$ cat src/rtl/rx_stack_loader.sv
// rx_stack_loader
//   Receive-side buffer between the photonic interconnect receiver and the
//   register file stack write port (register 0). Inbound words arrive over a
//   valid/ready handshake and are queued in a circular FIFO. A pop request
//   from the control unit delivers the oldest word one cycle later as a
//   single-cycle write strobe. A pop requested while nothing is buffered
//   raises a combinational stall instead.
//
// Ports
//   clk                        rising-edge clock
//   reset_n                    asynchronous active-low reset
//   rx_valid / rx_data         inbound word from the interconnect
//   rx_ready                   buffer can accept a word this cycle
//   pop_request                control unit wants the next word in register 0
//   flush                      synchronous clear of all buffered words
//   pop_stall                  pop requested while empty; control unit holds
//   stack_write_enable         one-cycle write strobe for register 0
//   stack_register_write_data  word written to register 0 (holds when idle)
//   word_count                 number of words currently buffered (0..depth)

module rx_stack_loader #(
  parameter int ADDR_WIDTH_FIFO = 3,
  parameter int DATA_WIDTH      = 32
) (
  input  logic                       clk,
  input  logic                       reset_n,
  input  logic                       rx_valid,
  input  logic [DATA_WIDTH-1:0]      rx_data,
  output logic                       rx_ready,
  input  logic                       pop_request,
  input  logic                       flush,
  output logic                       pop_stall,
  output logic                       stack_write_enable,
  output logic [DATA_WIDTH-1:0]      stack_register_write_data,
  output logic [ADDR_WIDTH_FIFO:0]   word_count
);

  localparam int DEPTH = 1 << ADDR_WIDTH_FIFO;
  // Count value meaning "full": only the top bit of the count is set.
  localparam logic [ADDR_WIDTH_FIFO:0] DEPTH_CNT = {1'b1, {ADDR_WIDTH_FIFO{1'b0}}};
  localparam logic [ADDR_WIDTH_FIFO-1:0] PTR_ONE = ADDR_WIDTH_FIFO'(1);
  localparam logic [ADDR_WIDTH_FIFO:0]   CNT_ONE = (ADDR_WIDTH_FIFO + 1)'(1);

  logic [DATA_WIDTH-1:0]      mem_r [DEPTH];
  logic [ADDR_WIDTH_FIFO-1:0] wr_ptr_r, rd_ptr_r;
  logic [ADDR_WIDTH_FIFO:0]   count_r;
  logic                       we_r;
  logic [DATA_WIDTH-1:0]      wdata_r;

  logic [ADDR_WIDTH_FIFO-1:0] wr_ptr_nxt_s, rd_ptr_nxt_s;
  logic [ADDR_WIDTH_FIFO:0]   count_nxt_s;
  logic                       we_nxt_s;
  logic [DATA_WIDTH-1:0]      wdata_nxt_s;

  logic full_s, empty_s, push_s, pop_s;

  // The count alone decides full/empty; pointers are free to wrap.
  assign full_s   = (count_r == DEPTH_CNT);
  assign empty_s  = (count_r == '0);
  // Ready ignores pop_request: a full buffer refuses even if a pop frees a slot.
  assign rx_ready = reset_n && !full_s;
  assign push_s   = rx_valid && rx_ready;
  assign pop_s    = pop_request && !empty_s;
  assign pop_stall = pop_request && empty_s;

  assign stack_write_enable        = we_r;
  assign stack_register_write_data = wdata_r;
  assign word_count                = count_r;

  // Next-state for pointers, count and the stack write port; flush wins.
  always_comb begin
    wr_ptr_nxt_s = wr_ptr_r;
    rd_ptr_nxt_s = rd_ptr_r;
    count_nxt_s  = count_r;
    we_nxt_s     = 1'b0;
    wdata_nxt_s  = wdata_r;
    if (flush) begin
      wr_ptr_nxt_s = '0;
      rd_ptr_nxt_s = '0;
      count_nxt_s  = '0;
      we_nxt_s     = 1'b0;
    end else begin
      if (push_s) begin
        wr_ptr_nxt_s = wr_ptr_r + PTR_ONE;
      end else begin
        wr_ptr_nxt_s = wr_ptr_r;
      end
      if (pop_s) begin
        rd_ptr_nxt_s = rd_ptr_r + PTR_ONE;
        we_nxt_s     = 1'b1;
        wdata_nxt_s  = mem_r[rd_ptr_r];
      end else begin
        rd_ptr_nxt_s = rd_ptr_r;
        we_nxt_s     = 1'b0;
      end
      case ({push_s, pop_s})
        2'b10:   count_nxt_s = count_r + CNT_ONE;
        2'b01:   count_nxt_s = count_r - CNT_ONE;
        default: count_nxt_s = count_r;
      endcase
    end
  end

  // Control and output registers; reset also cancels a strobe in flight.
  always_ff @(posedge clk or negedge reset_n) begin
    if (!reset_n) begin
      wr_ptr_r <= '0;
      rd_ptr_r <= '0;
      count_r  <= '0;
      we_r     <= 1'b0;
      wdata_r  <= '0;
    end else begin
      wr_ptr_r <= wr_ptr_nxt_s;
      rd_ptr_r <= rd_ptr_nxt_s;
      count_r  <= count_nxt_s;
      we_r     <= we_nxt_s;
      wdata_r  <= wdata_nxt_s;
    end
  end

  // Storage array; a push coinciding with flush is dropped.
  always_ff @(posedge clk) begin
    if (push_s && !flush) begin
      mem_r[wr_ptr_r] <= rx_data;
    end
  end

endmodule
$ cat config.mk
export PLATFORM = sky130hd
export DESIGN_NAME = rx_stack_loader
export DESIGN_NICKNAME = d
export VERILOG_FILES = /design/src/rtl/rx_stack_loader.sv
export SDC_FILE = /design/constraint.sdc
export NUM_CORES = 1
export LEC_CHECK = 0
export CELL_PAD_IN_SITES_DETAIL_PLACEMENT = 2
export CELL_PAD_IN_SITES_GLOBAL_PLACEMENT = 2
export CORE_MARGIN = 3
export CORE_UTILIZATION = 49
export CTS_CLUSTER_DIAMETER = 50
export DETAILED_ROUTE_END_ITERATION = 10
export PLACE_DENSITY_LB_ADDON = 0.1
export SYNTH_ARGS = -nofsm -noshare
export SYNTH_HDL_FRONTEND = slang
export SYNTH_SLANG_ARGS = --single-unit
$ cat constraint.sdc
create_clock -name clk -period 14.8 [get_ports clk]
set_input_delay 2.96 -clock clk [delete_from_list [all_inputs] [get_ports clk]]
set_output_delay 2.96 -clock clk [all_outputs]
set_load 0.05 [all_outputs]
==> flow_metrics.py, run 1 <==
metrics = {
    "finish": {
        "drive_gt1_frac": 0.220,
        "stdcell_count": 953,
        "nNetsFinal": 685,
        "synthToLayoutAreaGrowth_pct": 19.1,
        "antennaDiodeCount": 0,
    },
    "logic_synthesis": {
        "synth-seq-area-share": 0.770,
        "synth.area.top_cells": "edfxtp_1, mux4_2, dfrtp_1, mux2i_1, a21oi_1",
        "yosysTopAreaCell": "edfxtp_1",
        "synth_top_flop_cell": "edfxtp_1",
        "synth_top_area_frac": 0.675,
        "synthArstFlopShare": 0.144,
        "synthesis.nets": 588,
        "netlist_area_um2": 11400,
        "netlist_instances": 547,
        "yosysWarningCount": 0,
        "synth_edf_count": 256,
        "ys_ff_latch": 299,
        "yosys.cell_types.count": 33,
        "postSynthAreaPerCell_um2": 20.8,
    },
    "clock_network": {
        "cts_max_level": 1,
        "cts_hold_buf": 0,
        "path_clk_slew_ps": 60,
        "cts_tree": "done",
        "post_cts_resized": 0,
        "clock_path_buffers": 3,
        "post_cts_buffers": 0,
        "clk_latency_ps": 550,
        "cts_root_buf": "clkbuf_16",
        "clock-sinks": 299,
        "cts_buffers": 31,
    },
    "floorplan": {
        "start_util": 0.501,
        "rows": 55,
        "io-pin-count": 76,
        "die_h_um": 158,
        "die_area_um2": 25100,
        "die_w_um": 158,
        "core-area_um2": 22700,
    },
    "critical_path": {
        "cp_max_fo": 46,
        "path_class": "primary input to output port",
        "crit_path_end_kind": "output port",
        "cp.required_ps": 11840,
        "worstPathArrival_ps": 4640,
        "start_kind": "primary input",
    },
    "run_status": {
        "status": "finished, final reports clean",
    },
    "power": {
        "seqPwrFrac": 0.438,
        "p_leak_nw": 4.37,
        "p_sw_frac": 0.308,
        "power_mw": 2.37,
        "combPwrFrac": 0.234,
        "cellPowerDensity_nw_per_um2": 175,
        "p_switching_mw": 0.728,
        "max-vdd-ir-drop_uv": 124,
        "clkPwrFrac": 0.328,
        "intPower_mw": 1.64,
    },
    "global_route": {
        "use_met2": 0.400,
        "grt_pass1_wl_um": 42800,
        "overflow": 0,
        "grt_busiest_layer": "met2",
        "gr-usage-met3": 0.0348,
        "grt_max_degree": 47,
        "grt.met1_usage": 0.323,
        "antenna_found_initial": 0,
        "first_global_vias": 6432,
        "grtUsageTotal": 0.233,
    },
    "detailed_routing": {
        "drc": 0,
        "ant_nets": 0,
        "firstDrtPassIters": 4,
        "drtIter0Drc": 411,
        "vias": 5605,
        "avgViaCountPerCell": 5.88,
        "wl_um": 27700,
        "drt-wirelength-per-cell_um": 29.1,
    },
    "sta": {
        "setup-violations-final": 0,
        "setup_ws_ps": 7200,
        "clock_skew_ps": 11.6,
        "rsz0062_at_grt": "no",
        "slew_headroom": 0.389,
        "timing.final.hold_violations": 0,
        "fmax_mhz": 132,
        "setup_tns_ps": 0,
        "period_share": 0.514,
        "fin_crit_ps": 7600,
        "slew_violations": 0,
        "worst_slew_pin_slew_ps": 917,
    },
    "placement": {
        "dp_slack_ps": 7160,
        "portBuffers": 75,
        "dp_cells": 896,
        "post-dp-hpwl_um": 15500,
        "globalplace.congestion": 0.709,
    },
    "run": {
        "cap_violations": 0,
    },
    "hold_path": {
        "hold_path_class": "flip-flop to flip-flop",
    },
}
## cell usage after synthesis, drive strengths merged, types with 2 or more instances
cell and n:
edfxtp 256, dfrtp 43, nand2 7, nor3 3, xnor2 2, xor2 5, mux4 64, nor4 2
a21oi 35, ha 4, clkbuf 7, and2 4, buf 20, mux2i 35, a31oi 2, nor2 45
## sequential cells by signal, indices dropped and copies added, names as in the netlist
| register | count |
|---|---|
| rd_ptr_r | 3 |
| stack_write_enable | 1 |
| stack_register_write_data | 32 |
| wr_ptr_r | 3 |
| mem_r | 256 |
| word_count | 4 |
## power groups by stage
stage / Clock [mW] / Combinational, mW / Sequential (mW)
final: 0.776 / 0.554 / 1.04
after detailed placement: 0 / 0.553 / 1.05
after global routing: 0.831 / 0.592 / 1.05
after floorplan: 0 / 0.218 / 1.19
after global placement: 0 / 0.528 / 1.04
after CTS: 0.793 / 0.562 / 1.04
## layout make-up
class	instances	area, um^2
inverters	1	3.75
repair buffers	91	866
clock inverters	13	116
fillers	1794	9150
well taps	285	357
multi-input cells	220	2540
clock buffers	44	905
flip-flops and latches	299	8770
## path summary, 6_finish.rpt
kind                       slack, ps                    startpoint  depth (start not counted)                            end
max                             7200                       reset_n                          4                       rx_ready
min                              540  stack_register_write_data[7]                          2   stack_register_write_data[7]
max reg2reg                    12110                   rd_ptr_r[0]                          4  stack_register_write_data[17]
min reg2reg                      540  stack_register_write_data[7]                          2   stack_register_write_data[7]
max in group asynchronous      11700                       reset_n                          2                    rd_ptr_r[0]
min in group asynchronous       2550                       reset_n                          2  stack_register_write_data[15]
## per-layer routing
| metal | wire, um | share of wire |
|---|---|---|
| met2 | 14400 | 0.52 |
| met4 | 450 | 0.016 |
| met1 | 11700 | 0.42 |
| met5 | 0 | 0 |
| met3 | 1110 | 0.040 |
## cell usage in the layout (no fill, tap or decap), types with 2 or more instances in the layout
master	n
edfxtp_1	256
clkdlybuf4s50_1	74
mux4_2	64
nor2_1	42
dfrtp_1	40
mux2i_1	35
a21oi_1	34
clkbuf_16	31
buf_4	16
clkbuf_8	8
nand2_1	7
xor2_1	5
clkbuf_1	5
clkinv_1	5
and2_1	4
ha_1	4
clkinv_2	4
nor2_4	3
nor3_2	2
xnor2_1	2
a31oi_1	2
bufinv_16	2
dfrtp_2	2
## through the flow
stage	util	hold slack, ps	instance area [um^2]
after floorplan	-	578	11400
after global placement	0.552	505	12500
after detailed placement	0.552	526	12500
after CTS	0.597	541	13600
after global routing	0.597	587	13600
final	0.597	538	13600
## worst max-delay path, stage by stage
cell             delay, ps
buf_2                   70
buf_4                  570
and2_1                 220
clkdlybuf4s50_1        800
## logic make-up (layout without fill, tap and decap cells)
group	Yosys count	in the layout	synth area share
buffers and inverters	28	149	0.0124
multiplexers	99	99	0.157
AND/OR/NAND/NOR	69	69	0.0285
XOR/XNOR	7	7	0.00538
flip-flops	299	299	0.770
adder cells (fa/ha/maj)	4	4	0.00440
AO/OA/AOI/OAI	41	41	0.0223
(Power assumes the default switching activity.)
==> inputs of run 2 (changes only) <==
--- a/config.mk
+++ b/config.mk
@@ -8,7 +8,7 @@
 export CELL_PAD_IN_SITES_DETAIL_PLACEMENT = 2
 export CELL_PAD_IN_SITES_GLOBAL_PLACEMENT = 2
 export CORE_MARGIN = 3
-export CORE_UTILIZATION = 49
+export CORE_UTILIZATION = 46
 export CTS_CLUSTER_DIAMETER = 50
 export DETAILED_ROUTE_END_ITERATION = 10
 export PLACE_DENSITY_LB_ADDON = 0.1
==> constraint.sdc (replaced) <==
create_clock -name clk -period 7.55 [get_ports clk]
set_input_delay 1.51 -clock clk [delete_from_list [all_inputs] [get_ports clk]]
set_output_delay 1.51 -clock clk [all_outputs]
set_load 0.05 [all_outputs]
==> run 2 against run 1 <==
  * Clock skew increased by 6.5 ps
  * Wire length decreased by 3.5%
  * Worst setup slack got worse by 4400 ps
  * Utilization decreased by 2.8 points
  * Design area increased by 0.33%
  * Non-clock buffer count decreased by 1
  * Via count decreased by 0.61%
  * Critical path depth unchanged
  * Flip-flop and latch count unchanged
  * Die area increased by 6.3%
  * Clock power increased by 98%
  * Register-to-register slack got worse by 7300 ps
  * Largest cell class unchanged
==> flow_metrics.py, run 2 (same netlist as run 1, synthesis figures left out) <==
metrics = {
    "run_status": {
        "status": "finished, final reports clean",
    },
    "placement": {
        "dp_cells": 929,
        "dpl_cell_area_um2": 12600,
        "globalplace.congestion": 0.690,
        "dp_slack_ps": 2770,
        "portBuffers": 75,
        "post-dp-hpwl_um": 15800,
    },
    "clock_network": {
        "post_cts_resized": 0,
        "clock_path_buffers": 3,
        "post_cts_buffers": 0,
        "cts_hold_buf": 0,
        "cts_root_buf": "clkbuf_16",
        "cts_buffers": 35,
        "path_clk_slew_ps": 50,
        "clock-sinks": 299,
        "cts_max_level": 2,
        "clk_latency_ps": 500,
        "cts_tree": "done",
    },
    "finish": {
        "finalInstanceArea_um2": 13600,
        "synthToLayoutAreaGrowth_pct": 19.5,
        "antennaDiodeCount": 0,
        "mostFrequentLayoutCells": "edfxtp_1, clkdlybuf4s50_1, mux4_2",
        "largest_reg_flops": 256,
        "stdcell_count": 990,
        "drive_gt1_frac": 0.210,
        "final_common_cell": "edfxtp_1",
        "regMostFlops": "mem_r",
        "nNetsFinal": 688,
        "nFillCells": 1968,
        "final_util": 0.569,
    },
    "floorplan": {
        "io-pin-count": 76,
        "die_h_um": 163,
        "die_area_um2": 26700,
        "die_w_um": 163,
        "core-area_um2": 23900,
        "start_util": 0.477,
        "rows": 56,
    },
    "sta": {
        "fin_crit_ps": 4720,
        "setup_tns_ps": 0,
        "timing.final.hold_violations": 0,
        "slew_violations": 0,
        "fmax_mhz": 212,
        "slew_headroom": 0.216,
        "hold_ws_ps": 527,
        "clock_skew_ps": 18.1,
        "worst_slew_pin_slew_ps": 1170,
        "setup-violations-final": 0,
        "rsz0062_at_grt": "no",
        "setup_ws_ps": 2830,
        "period_share": 0.625,
    },
    "critical_path": {
        "cp_max_fo": 46,
        "cp.required_ps": 6040,
        "ff2ff_setup_slack_ps": 4810,
        "r2r_end": "mem_r[3][15]",
        "reg2reg_depth": 4,
        "crit_path_end_kind": "output port",
        "worst_r2r_startpoint": "word_count[1]",
        "worstPathArrival_ps": 3210,
        "path_class": "primary input to output port",
        "start_kind": "primary input",
    },
    "detailed_routing": {
        "firstDrtPassIters": 5,
        "wl_um": 26800,
        "ant_nets": 0,
        "drt-wirelength-per-cell_um": 27.0,
        "avgViaCountPerCell": 5.63,
        "drc": 0,
        "vias": 5571,
        "drtIter0Drc": 377,
    },
    "power": {
        "p_leak_nw": 4.36,
        "cellPowerDensity_nw_per_um2": 340,
        "power_mw": 4.63,
        "max-vdd-ir-drop_uv": 208,
    },
    "global_route": {
        "antenna_found_initial": 0,
        "overflow": 0,
        "grtUsageTotal": 0.212,
        "grt_pass1_wl_um": 42000,
        "grt_max_degree": 67,
        "first_global_vias": 6493,
    },
    "hold_path": {
        "hold_start": "stack_register_write_data[2]",
        "whs_endpoint": "stack_register_write_data[2]",
        "hold_path_class": "flip-flop to flip-flop",
        "holdPathStages": 2,
    },
    "run": {
        "cap_violations": 0,
    },
}
==> run 2: changes by cell type in the layout (fill, tap and decap cells not counted), moves of 2 or more <==
| cell | change |
|---|---|
| clkbuf_1 | +6 |
| clkbuf_16 | +4 |
| clkinv_1 | +3 |
| clkbuf_8 | -5 |
| clkinv_2 | -2 |
==> run 2: worst max path at each step <==
stage	slack [ps]	from	end
2_1_floorplan	1790	rx_valid	mem_r[0][0]
3_3_place_gp	2840	reset_n	rx_ready
3_5_place_dp	2770	reset_n	rx_ready
4_1_cts	2770	reset_n	rx_ready
5_1_grt	2720	reset_n	rx_ready
6_report	2830	reset_n	rx_ready
==> run 2: worst max-delay path, cell delays in order <==
cell             delay [ps]
buf_2                    80
buf_4                   580
and2_1                  230
clkdlybuf4s50_1         800
==> run 2: area by class of cell <==
| cell class | count | area (um^2) | share of cell area |
|---|---|---|---|
| clock buffers | 49 | 958 | 0.0704 |
| multi-input cells | 220 | 2540 | 0.186 |
| well taps | 319 | 399 | 0.0293 |
| clock inverters | 12 | 78.8 | 0.00579 |
| repair buffers | 90 | 858 | 0.0631 |
| flip-flops and latches | 299 | 8770 | 0.645 |
| inverters | 1 | 3.75 | 0.000276 |
==> run 2: routing by layer <==
layer	global-route usage	wire (um)
met5	0	0
met4	0.0507	382
met3	0.0353	1790
met2	0.359	13700
met1	0.290	10900
==> run 2: power by group <==
part | switching, mW | internal [mW]
clock network | 0.623 | 0.915
registers | 0.103 | 1.91
logic | 0.670 | 0.402
==> inputs of run 3 (changes only) <==
--- a/config.mk
+++ b/config.mk
@@ -8,7 +8,7 @@
 export CELL_PAD_IN_SITES_DETAIL_PLACEMENT = 2
 export CELL_PAD_IN_SITES_GLOBAL_PLACEMENT = 2
 export CORE_MARGIN = 3
-export CORE_UTILIZATION = 46
+export CORE_UTILIZATION = 41
 export CTS_CLUSTER_DIAMETER = 50
 export DETAILED_ROUTE_END_ITERATION = 10
 export PLACE_DENSITY_LB_ADDON = 0.1
==> constraint.sdc (replaced) <==
create_clock -name clk -period 4.31 [get_ports clk]
set_input_delay 0.862 -clock clk [delete_from_list [all_inputs] [get_ports clk]]
set_output_delay 0.862 -clock clk [all_outputs]
set_load 0.05 [all_outputs]
==> run 3 against run 2 <==
  * First-iteration DRC count increased by 7.2%
  * Sequential power increased by 76%
  * Largest power group unchanged
  * Design area increased by 3.0%
  * Global-route usage decreased by 2.6 points
  * Die area increased by 12%
  * Via count increased by 0.18%
==> flow_metrics.py, run 3 (same netlist as run 1, synthesis figures left out) <==
metrics = {
    "run_status": {
        "status": "finished, final reports clean",
    },
    "sta": {
        "rsz0062_at_grt": "no",
        "clock_skew_ps": 15.4,
        "setup_ws_ps": 912,
        "slew_headroom": 0.448,
        "fmax_mhz": 294,
        "fin_crit_ps": 3400,
        "slew_violations": 0,
        "setup_tns_ps": 0,
        "period_share": 0.788,
        "worst_slew_pin_slew_ps": 828,
        "timing.final.hold_violations": 0,
        "setup-violations-final": 0,
    },
    "power": {
        "cellPowerDensity_nw_per_um2": 619,
        "p_sw_frac": 0.293,
        "max-vdd-ir-drop_uv": 358,
        "p_leak_nw": 4.52,
        "power_mw": 8.67,
        "p_switching_mw": 2.54,
        "intPower_mw": 6.13,
        "clkPwrFrac": 0.376,
        "seqPwrFrac": 0.411,
        "combPwrFrac": 0.213,
    },
    "detailed_routing": {
        "drtIter0Drc": 404,
        "firstDrtPassIters": 4,
        "drc": 0,
        "drt-wirelength-per-cell_um": 25.7,
        "avgViaCountPerCell": 5.30,
        "vias": 5581,
        "wl_um": 27100,
        "ant_nets": 0,
    },
    "clock_network": {
        "post_cts_resized": 0,
        "cts_max_level": 2,
        "post_cts_buffers": 0,
        "clk_latency_ps": 510,
        "cts_hold_buf": 0,
        "clock_path_buffers": 3,
        "cts_buffers": 36,
        "clock-sinks": 299,
        "cts_root_buf": "clkbuf_16",
        "cts_tree": "done",
        "path_clk_slew_ps": 60,
    },
    "critical_path": {
        "ff2ff_setup_slack_ps": 1780,
        "r2r_end": "mem_r[3][19]",
        "reg2reg_depth": 5,
        "worst_r2r_startpoint": "word_count[1]",
        "path_class": "flip-flop to output port",
        "worstPathArrival_ps": 2540,
        "cp_max_fo": 9,
        "cp.required_ps": 3450,
        "start_kind": "flip-flop",
        "crit_path_end_kind": "output port",
    },
    "floorplan": {
        "rows": 60,
        "start_util": 0.420,
        "core-area_um2": 27100,
        "die_area_um2": 29800,
        "die_w_um": 173,
        "die_h_um": 173,
        "io-pin-count": 76,
    },
    "global_route": {
        "antenna_found_initial": 0,
        "first_global_vias": 6510,
        "grt_pass1_wl_um": 42500,
        "grt_max_degree": 66,
        "grtUsageTotal": 0.186,
        "overflow": 0,
    },
    "finish": {
        "largest_reg_flops": 256,
        "regMostFlops": "mem_r",
        "mostFrequentLayoutCells": "edfxtp_1, clkdlybuf4s50_1, mux4_2",
        "synthToLayoutAreaGrowth_pct": 23.1,
        "final_common_cell": "edfxtp_1",
        "nFillCells": 2359,
        "antennaDiodeCount": 0,
        "nNetsFinal": 694,
        "drive_gt1_frac": 0.238,
    },
    "run": {
        "cap_violations": 0,
    },
    "hold_path": {
        "hold_path_class": "primary input to async pin",
    },
    "placement": {
        "globalplace.congestion": 0.707,
        "portBuffers": 75,
        "dp_slack_ps": 919,
        "post-dp-hpwl_um": 15900,
    },
}
## run 3: cell types whose count changed in the layout (fill, tap and decap cells not counted), moves of 2 or more
cell,delta
buf_12,+2
buf_4,+3
bufinv_16,+5
clkbuf_1,-4
clkbuf_16,+3
clkbuf_8,+2
clkinv_1,-7
clkinv_2,+2
clkinvlp_4,+3
## run 3: per-layer routing
layer | GRT usage | vias to the layer above | part of all wire
met5 | 0 | - | 0
met4 | 0.0365 | 0 | 0.015
met3 | 0.0316 | 38 | 0.037
met2 | 0.322 | 111 | 0.52
met1 | 0.253 | 3005 | 0.43
li1 | - | 2427 | -
## run 3: worst max-delay path, cell delays in order (launching register included)
cell	delay, ps
dfrtp_1	510
or4b_4	650
and2_1	180
clkdlybuf4s50_1	690
## run 3: worst max path at each step
stage,startpoint,slack [ps],cells after the start,to
global route,word_count[1],760,3,pop_stall
floorplan,flush,300,2,mem_r[1][0]
CTS,word_count[1],890,3,rx_ready
global placement,rx_valid,1040,6,mem_r[3][23]
finish,word_count[1],910,3,rx_ready
detailed placement,rx_valid,920,6,mem_r[3][18]
## run 3: area by class of cell
type                            count  area [um^2]  share of cell area
Sequential cell                   299         8770               0.626
Inverter                            1         3.75            0.000268
Tap cell                          372          465              0.0332
Clock buffer                       50         1050              0.0746
Timing Repair Buffer               95          921              0.0657
Multi-Input combinational cell    220         2550               0.182
Clock inverter                     16          254              0.0181
## run 3: stage by stage
| stage | hold WS [ps] | utilization | instances | instance area (um^2) |
|---|---|---|---|---|
| 2_1_floorplan | 566 | - | 547 | 11400 |
| 3_3_place_gp | 509 | 0.469 | 987 | 12700 |
| 3_5_place_dp | 527 | 0.469 | 987 | 12700 |
| 4_1_cts | 156 | 0.517 | 1053 | 14000 |
| 5_1_grt | 157 | 0.517 | 1053 | 14000 |
| 6_report | 177 | 0.517 | 1053 | 14000 |
## run 3: power by group through the flow
stage / sequential, mW / combinational (mW) / clock [mW]
global route: 3.60 / 1.98 / 3.47
finish: 3.56 / 1.85 / 3.26
detailed placement: 3.63 / 1.87 / 0
floorplan: 4.09 / 0.750 / 0
CTS: 3.57 / 1.88 / 3.35
global placement: 3.61 / 1.81 / 0
